File: config.mk
export PLATFORM = sky130hd
export DESIGN_NAME = la_playback_controller
export DESIGN_NICKNAME = d
export VERILOG_FILES = /design/src/rtl/la_playback_controller.sv
export SDC_FILE = /design/constraint.sdc
export NUM_CORES = 1
export LEC_CHECK = 0
export CAP_MARGIN = 15
export CORE_ASPECT_RATIO = 0.9
export CORE_MARGIN = 3
export CORE_UTILIZATION = 46
export DETAILED_ROUTE_END_ITERATION = 8
export PLACE_DENSITY = 0.71
export SLEW_MARGIN = 0
export SYNTH_ARGS = -nofsm -noshare
export SYNTH_HDL_FRONTEND = slang
export SYNTH_SLANG_ARGS = --single-unit
File: constraint.sdc
create_clock -name clk -period 3 [get_ports clk]
set_input_delay 0.3 -clock clk [delete_from_list [all_inputs] [get_ports clk]]
set_output_delay 0.3 -clock clk [all_outputs]
set_load 0.01 [all_outputs]
File: src/rtl/la_playback_controller.sv
// la_playback_controller
// Replays a logic-analyzer capture from a circular single-port sample RAM
// (1-cycle read latency) onto a valid/ready sample stream, oldest sample first.
// Optional feature: define LA_PLAYBACK_LOOP_EN to add the 'loop' port, which
// repeats the latched pass until stop or rst.
module la_playback_controller #(
    parameter int SAMPLE_DEPTH = 4096,
    parameter int SAMPLE_WIDTH = 7,
    localparam int AW          = $clog2(SAMPLE_DEPTH)
) (
    input  logic                    clk,
    input  logic                    rst,
    input  logic                    start,
    input  logic                    stop,
    input  logic [AW-1:0]           base_addr,
    input  logic [AW:0]             length,
`ifdef LA_PLAYBACK_LOOP_EN
    input  logic                    loop,
`endif
    output logic [AW-1:0]           mem_addr,
    input  logic [SAMPLE_WIDTH-1:0] mem_rdata,
    output logic [SAMPLE_WIDTH-1:0] sample_data,
    output logic                    sample_valid,
    input  logic                    sample_ready,
    output logic                    busy,
    output logic                    done,
    output logic                    error
);

    typedef enum logic [1:0] {
        IDLE,
        ISSUE,
        LATCH,
        PRESENT
    } state_t;

    localparam logic [AW:0] DEPTH_L = (AW+1)'(SAMPLE_DEPTH);
    localparam logic [AW:0] ONE_L   = (AW+1)'(1);

    state_t                  state_q, state_d;
    logic [AW-1:0]           mem_addr_q, mem_addr_d;
    logic [AW-1:0]           base_q, base_d;
    logic [AW:0]             length_q, length_d;
    logic [AW:0]             idx_q, idx_d;
    logic [AW:0]             idx_next;
    logic [SAMPLE_WIDTH-1:0] sample_data_q, sample_data_d;
    logic                    sample_valid_q, sample_valid_d;
    logic                    busy_q, busy_d;
    logic                    done_q, done_d;
    logic                    error_q, error_d;
    logic                    len_ok;
    logic                    loop_latched;
`ifdef LA_PLAYBACK_LOOP_EN
    logic                    loop_q, loop_d;
`endif

    assign idx_next = idx_q + ONE_L;
    assign len_ok   = (length != '0) && (length <= DEPTH_L);
`ifdef LA_PLAYBACK_LOOP_EN
    assign loop_latched = loop_q;
`else
    assign loop_latched = 1'b0;
`endif

    // Next-state logic: walk IDLE -> ISSUE -> LATCH -> PRESENT, with stop overriding everything but reset.
    always_comb begin
        state_d        = state_q;
        mem_addr_d     = mem_addr_q;
        base_d         = base_q;
        length_d       = length_q;
        idx_d          = idx_q;
        sample_data_d  = sample_data_q;
        sample_valid_d = sample_valid_q;
        done_d         = 1'b0;
        error_d        = 1'b0;
`ifdef LA_PLAYBACK_LOOP_EN
        loop_d         = loop_q;
`endif
        case (state_q)
            IDLE: begin
                if (start && !stop) begin
                    if (len_ok) begin
                        base_d     = base_addr;
                        length_d   = length;
                        idx_d      = '0;
                        mem_addr_d = base_addr;
`ifdef LA_PLAYBACK_LOOP_EN
                        loop_d     = loop;
`endif
                        state_d    = ISSUE;
                    end else begin
                        error_d = 1'b1;
                    end
                end
            end
            ISSUE: begin
                state_d = LATCH;
            end
            LATCH: begin
                sample_data_d  = mem_rdata;
                sample_valid_d = 1'b1;
                state_d        = PRESENT;
            end
            PRESENT: begin
                if (sample_valid_q && sample_ready) begin
                    sample_valid_d = 1'b0;
                    idx_d          = idx_next;
                    if (idx_next == length_q) begin
                        done_d = 1'b1;
                        if (loop_latched) begin
                            idx_d      = '0;
                            mem_addr_d = base_q;
                            state_d    = ISSUE;
                        end else begin
                            state_d = IDLE;
                        end
                    end else begin
                        mem_addr_d = base_q + idx_next[AW-1:0];
                        state_d    = ISSUE;
                    end
                end
            end
            default: begin
                state_d = IDLE;
            end
        endcase
        if (stop && (state_q != IDLE)) begin
            state_d        = IDLE;
            sample_valid_d = 1'b0;
            done_d         = 1'b0;
            idx_d          = idx_q;
        end
        busy_d = (state_d != IDLE);
    end

    // State and registered outputs; reset returns every output to its idle value.
    always_ff @(posedge clk) begin
        if (rst) begin
            state_q        <= IDLE;
            mem_addr_q     <= '0;
            base_q         <= '0;
            length_q       <= '0;
            idx_q          <= '0;
            sample_data_q  <= '0;
            sample_valid_q <= 1'b0;
            busy_q         <= 1'b0;
            done_q         <= 1'b0;
            error_q        <= 1'b0;
`ifdef LA_PLAYBACK_LOOP_EN
            loop_q         <= 1'b0;
`endif
        end else begin
            state_q        <= state_d;
            mem_addr_q     <= mem_addr_d;
            base_q         <= base_d;
            length_q       <= length_d;
            idx_q          <= idx_d;
            sample_data_q  <= sample_data_d;
            sample_valid_q <= sample_valid_d;
            busy_q         <= busy_d;
            done_q         <= done_d;
            error_q        <= error_d;
`ifdef LA_PLAYBACK_LOOP_EN
            loop_q         <= loop_d;
`endif
        end
    end

    assign mem_addr     = mem_addr_q;
    assign sample_data  = sample_data_q;
    assign sample_valid = sample_valid_q;
    assign busy         = busy_q;
    assign done         = done_q;
    assign error        = error_q;

endmodule
==> impl_results.md <==
* Status: completed
* Initial Util at a little under half
* Antenna-violating nets left at 0
* Mapped Cells at ~440
* Hold EP: sample_data[4]
* FF-to-FF End: mem_addr[10]
* Worst Path Arrival at roughly 3.1 ns
* Core Area at approximately 7600 sq um
* N_diodes at 0
* Final instance area at 4600 sq um
* DR DRC count at 0
* Post-synth top area cell: dfxtp_1
* Clk Latency, worst-skew pair at about 0.35 ns
* RSZ-0062 raised after global routing: no
* Clock buffer depth at 2
* Slowest Stage Delay on Critical Path at roughly 0.40 ns
* IR Drop Worst-Case VDD at a little over 0.3 mV
* Worst r2r src: idx_q[0]
* Mapped Nets at approximately 500
* Max Freq at approximately 0.35 GHz
* Synth top area cells: dfxtp_1 35%, a21oi_1 7.3%, nand2_1 7.3%, ha_1 5.5%, mux2i_1 3.9%
* Number of core rows at 30
* Top Ports at 60
* Mean Syn Cell Area at just over 8 sq um
* Tot GR Track Use at around a fifth
* R2R cell count at 11
* # Post-CTS Setup Buffers at 0
* Total Wirelength at just over 9000 um
* Top cell type's share of synthesized area at around a third
* Final Hold Fails at 0
* Fill count at slightly below 700
* Power Total at about 1800 uW
* Vias per cell at 5.60
* Kind of end point of the critical path: flip-flop
* Top FF cell, synth: dfxtp_1
* Final setup TNS at 0 ns
* Maxcap violations at 0
* Pre-CTS setup slack at 0.00463 ns
* First-pass GRT wire length at 15200 um
* Post-CTS sizing at 0
* Die width at 99.5 um
* Crit Path Class: reg2reg
* Quantity of hold-fixing buffers added after cts at 0
* Port Buffers at between 50 and 60
* Final period utilization at a little over nine tenths
* CTS root buf: clkbuf_8
* Post-synthesis cell area at between 3000 and 4000 sq um
* Initial antenna violation count at 0
* DP HPWL at 7010 um
* Grt ovf at 0
* Power per Cell Area at around 400 nW/um^2
* Final setup fails at 0
* Worst relative slew slack at between 50% and 60%
* Total number of vias at 3420
* Hold Path Stages at 2
* Synth top cells by count: 70 x nand2_1, 63 x dfxtp_1, 53 x a21oi_1, 36 x nor2_1, 18 x clkbuf_1
* Post-layout min period at 2.85 ns
* WL/cell at roughly 15 um
* DP Area at 4380 sq um
* H-tree levels at 3
* First DRT Iteration DRCs at approximately 200
* Post-synth EDFFs at 0
* Count leader, synth: nand2_1
* 1st-pass router iterations at 5
* CP Cell Sequence: ha_1, nand3_1, xnor2_1, ha_1, o21ai_0, o21ai_0, a31oi_1, o41ai_2, xnor2_1, a21o_1, a211oi_1
* Leakage at approximately 0.0017 uW
* Gpl congestion at 0.940
* CP max FO at 6
* Worst hold start: rst
* Nets at ~560
* Largest net degree at the start of global routing at 36
* Worst min path class: in2reg
* Seq/Total Area, Yosys at between 30% and 40%
* Die Area at 8970 sq um
* Worst path slowest cell: dfxtp_1
* Max-slew violations at 0
* Worst-Margin Slew at ~0.63 ns
* Fraction of layout cells with a size suffix above 1 at between 10% and 20%
* Worst setup SP type: flip-flop
* Clock-pin slew on the worst setup and hold paths at 0.07 ns
* Worst Setup Slack, final at 0.152 ns
* Vias in the first global route at 3161
* Post-Route Skew at between 0.01 and 0.015 ns
* Layout area overhead at 27.0%
* CP required at between 3 and 4 ns
* Synth cell types at 55
* CTS Sinks at 63
* Flop-to-flop setup slack at approximately 0.15 ns
* CTS Buf Count at 9
* Ys Warns at 0
* Flip-flop and latch count after synthesis at 63
* CTS tree: done
* Die H at 90.2 um
* Async set-reset flop share out of synthesis at 0%
==> report_power, final <==
group / leakage (uW) / switching [uW] / internal (uW) / total, uW
Combinational: 0.00114 / 116 / 120 / 236
Sequential: 0.000510 / 16.3 / 862 / 878
Clock: 0.0000960 / 341 / 380 / 721
Total: 0.00175 / 473 / 1360 / 1830
==> critical path: cells and delay by family (launching register included) <==
family | cells | cell delay [ns]
AO/OA/AOI/OAI | 6 | 1.33
adder cells (fa/ha/maj) | 2 | 0.63
flip-flops | 1 | 0.40
XOR/XNOR | 2 | 0.28
AND/OR/NAND/NOR | 1 | 0.13
==> area by class of cell <==
type | count | area (sq um) | share of cell area (%)
sequential | 63 | 1260 | 27.4
inverter | 10 | 37.5 | 0.817
tap | 96 | 120 | 2.61
multi-input combinational | 347 | 2250 | 49.0
clock inverter | 6 | 61.3 | 1.33
timing repair buffer | 79 | 736 | 16.0
clock buffer | 10 | 128 | 2.78
==> cell usage in the layout (no fill, tap or decap), types with 5 or more instances in the layout <==
master and instances:
clkdlybuf4s50_1 58, o21ai_0 14, nand4_1 6, xnor2_1 13, nand3_1 17, a21oi_1 53
dfxtp_1 63, ha_1 16, nand2_1 70, or3_1 5, nor2_1 35, a21o_1 6
nor3_1 12, buf_4 20, clkbuf_8 9, inv_1 10, xor2_1 11, mux2i_1 14
a211oi_1 12
==> metal layers <==
metal / vias up / track usage [%] / routed length, um
li1: 1709 / - / -
met1: 1584 / 28.3 / 4320
met2: 113 / 32.4 / 4090
met3: 14 / 5.51 / 639
met4: 0 / 7.28 / 139
met5: - / 0 / 0
==> worst max path at each step <==
stage,from,end,slack (ns),depth (start not counted)
CTS,idx_q[0],mem_addr[11],0.07,8
finish,idx_q[0],mem_addr[10],0.15,11
detailed placement,length[7],mem_addr[11],0.005,7
global route,idx_q[0],mem_addr[10],0.002,11
global placement,length[0],mem_addr[11],0.06,7
floorplan,idx_q[3],mem_addr[10],0.46,12
==> stage by stage <==
stage | utilization (%) | std cells | hold WS (ns)
4_1_cts | 60.3 | 611 | 0.305
3_3_place_gp | 57.8 | 595 | 0.448
6_report | 60.6 | 611 | 0.315
3_5_place_dp | 57.8 | 595 | 0.454
5_1_grt | 60.6 | 611 | 0.340
2_1_floorplan | - | 443 | 0.436
==> state kept, by name, indices dropped and copies added, names as in the netlist <==
register / count
base_q: 12
error: 1
sample_valid: 1
done: 1
sample_data: 7
idx_q: 13
state_q: 2
length_q: 13
busy: 1
mem_addr: 12
==> kinds of logic (layout without fill, tap and decap cells) <==
group                      Yosys count  after routing  synth area share (%)
and+or+nand+nor                    177            177                  23.6
AOI/OAI and AO/OA                  109            109                  18.8
buffers and inverters               33            105                  3.63
DFF                                 63             63                  34.8
muxes                               15             15                  4.18
xor gates and xnor gates            29             29                  8.95
adders and majority gates           17             17                  6.08
Power figures use the tool's default switching activity.
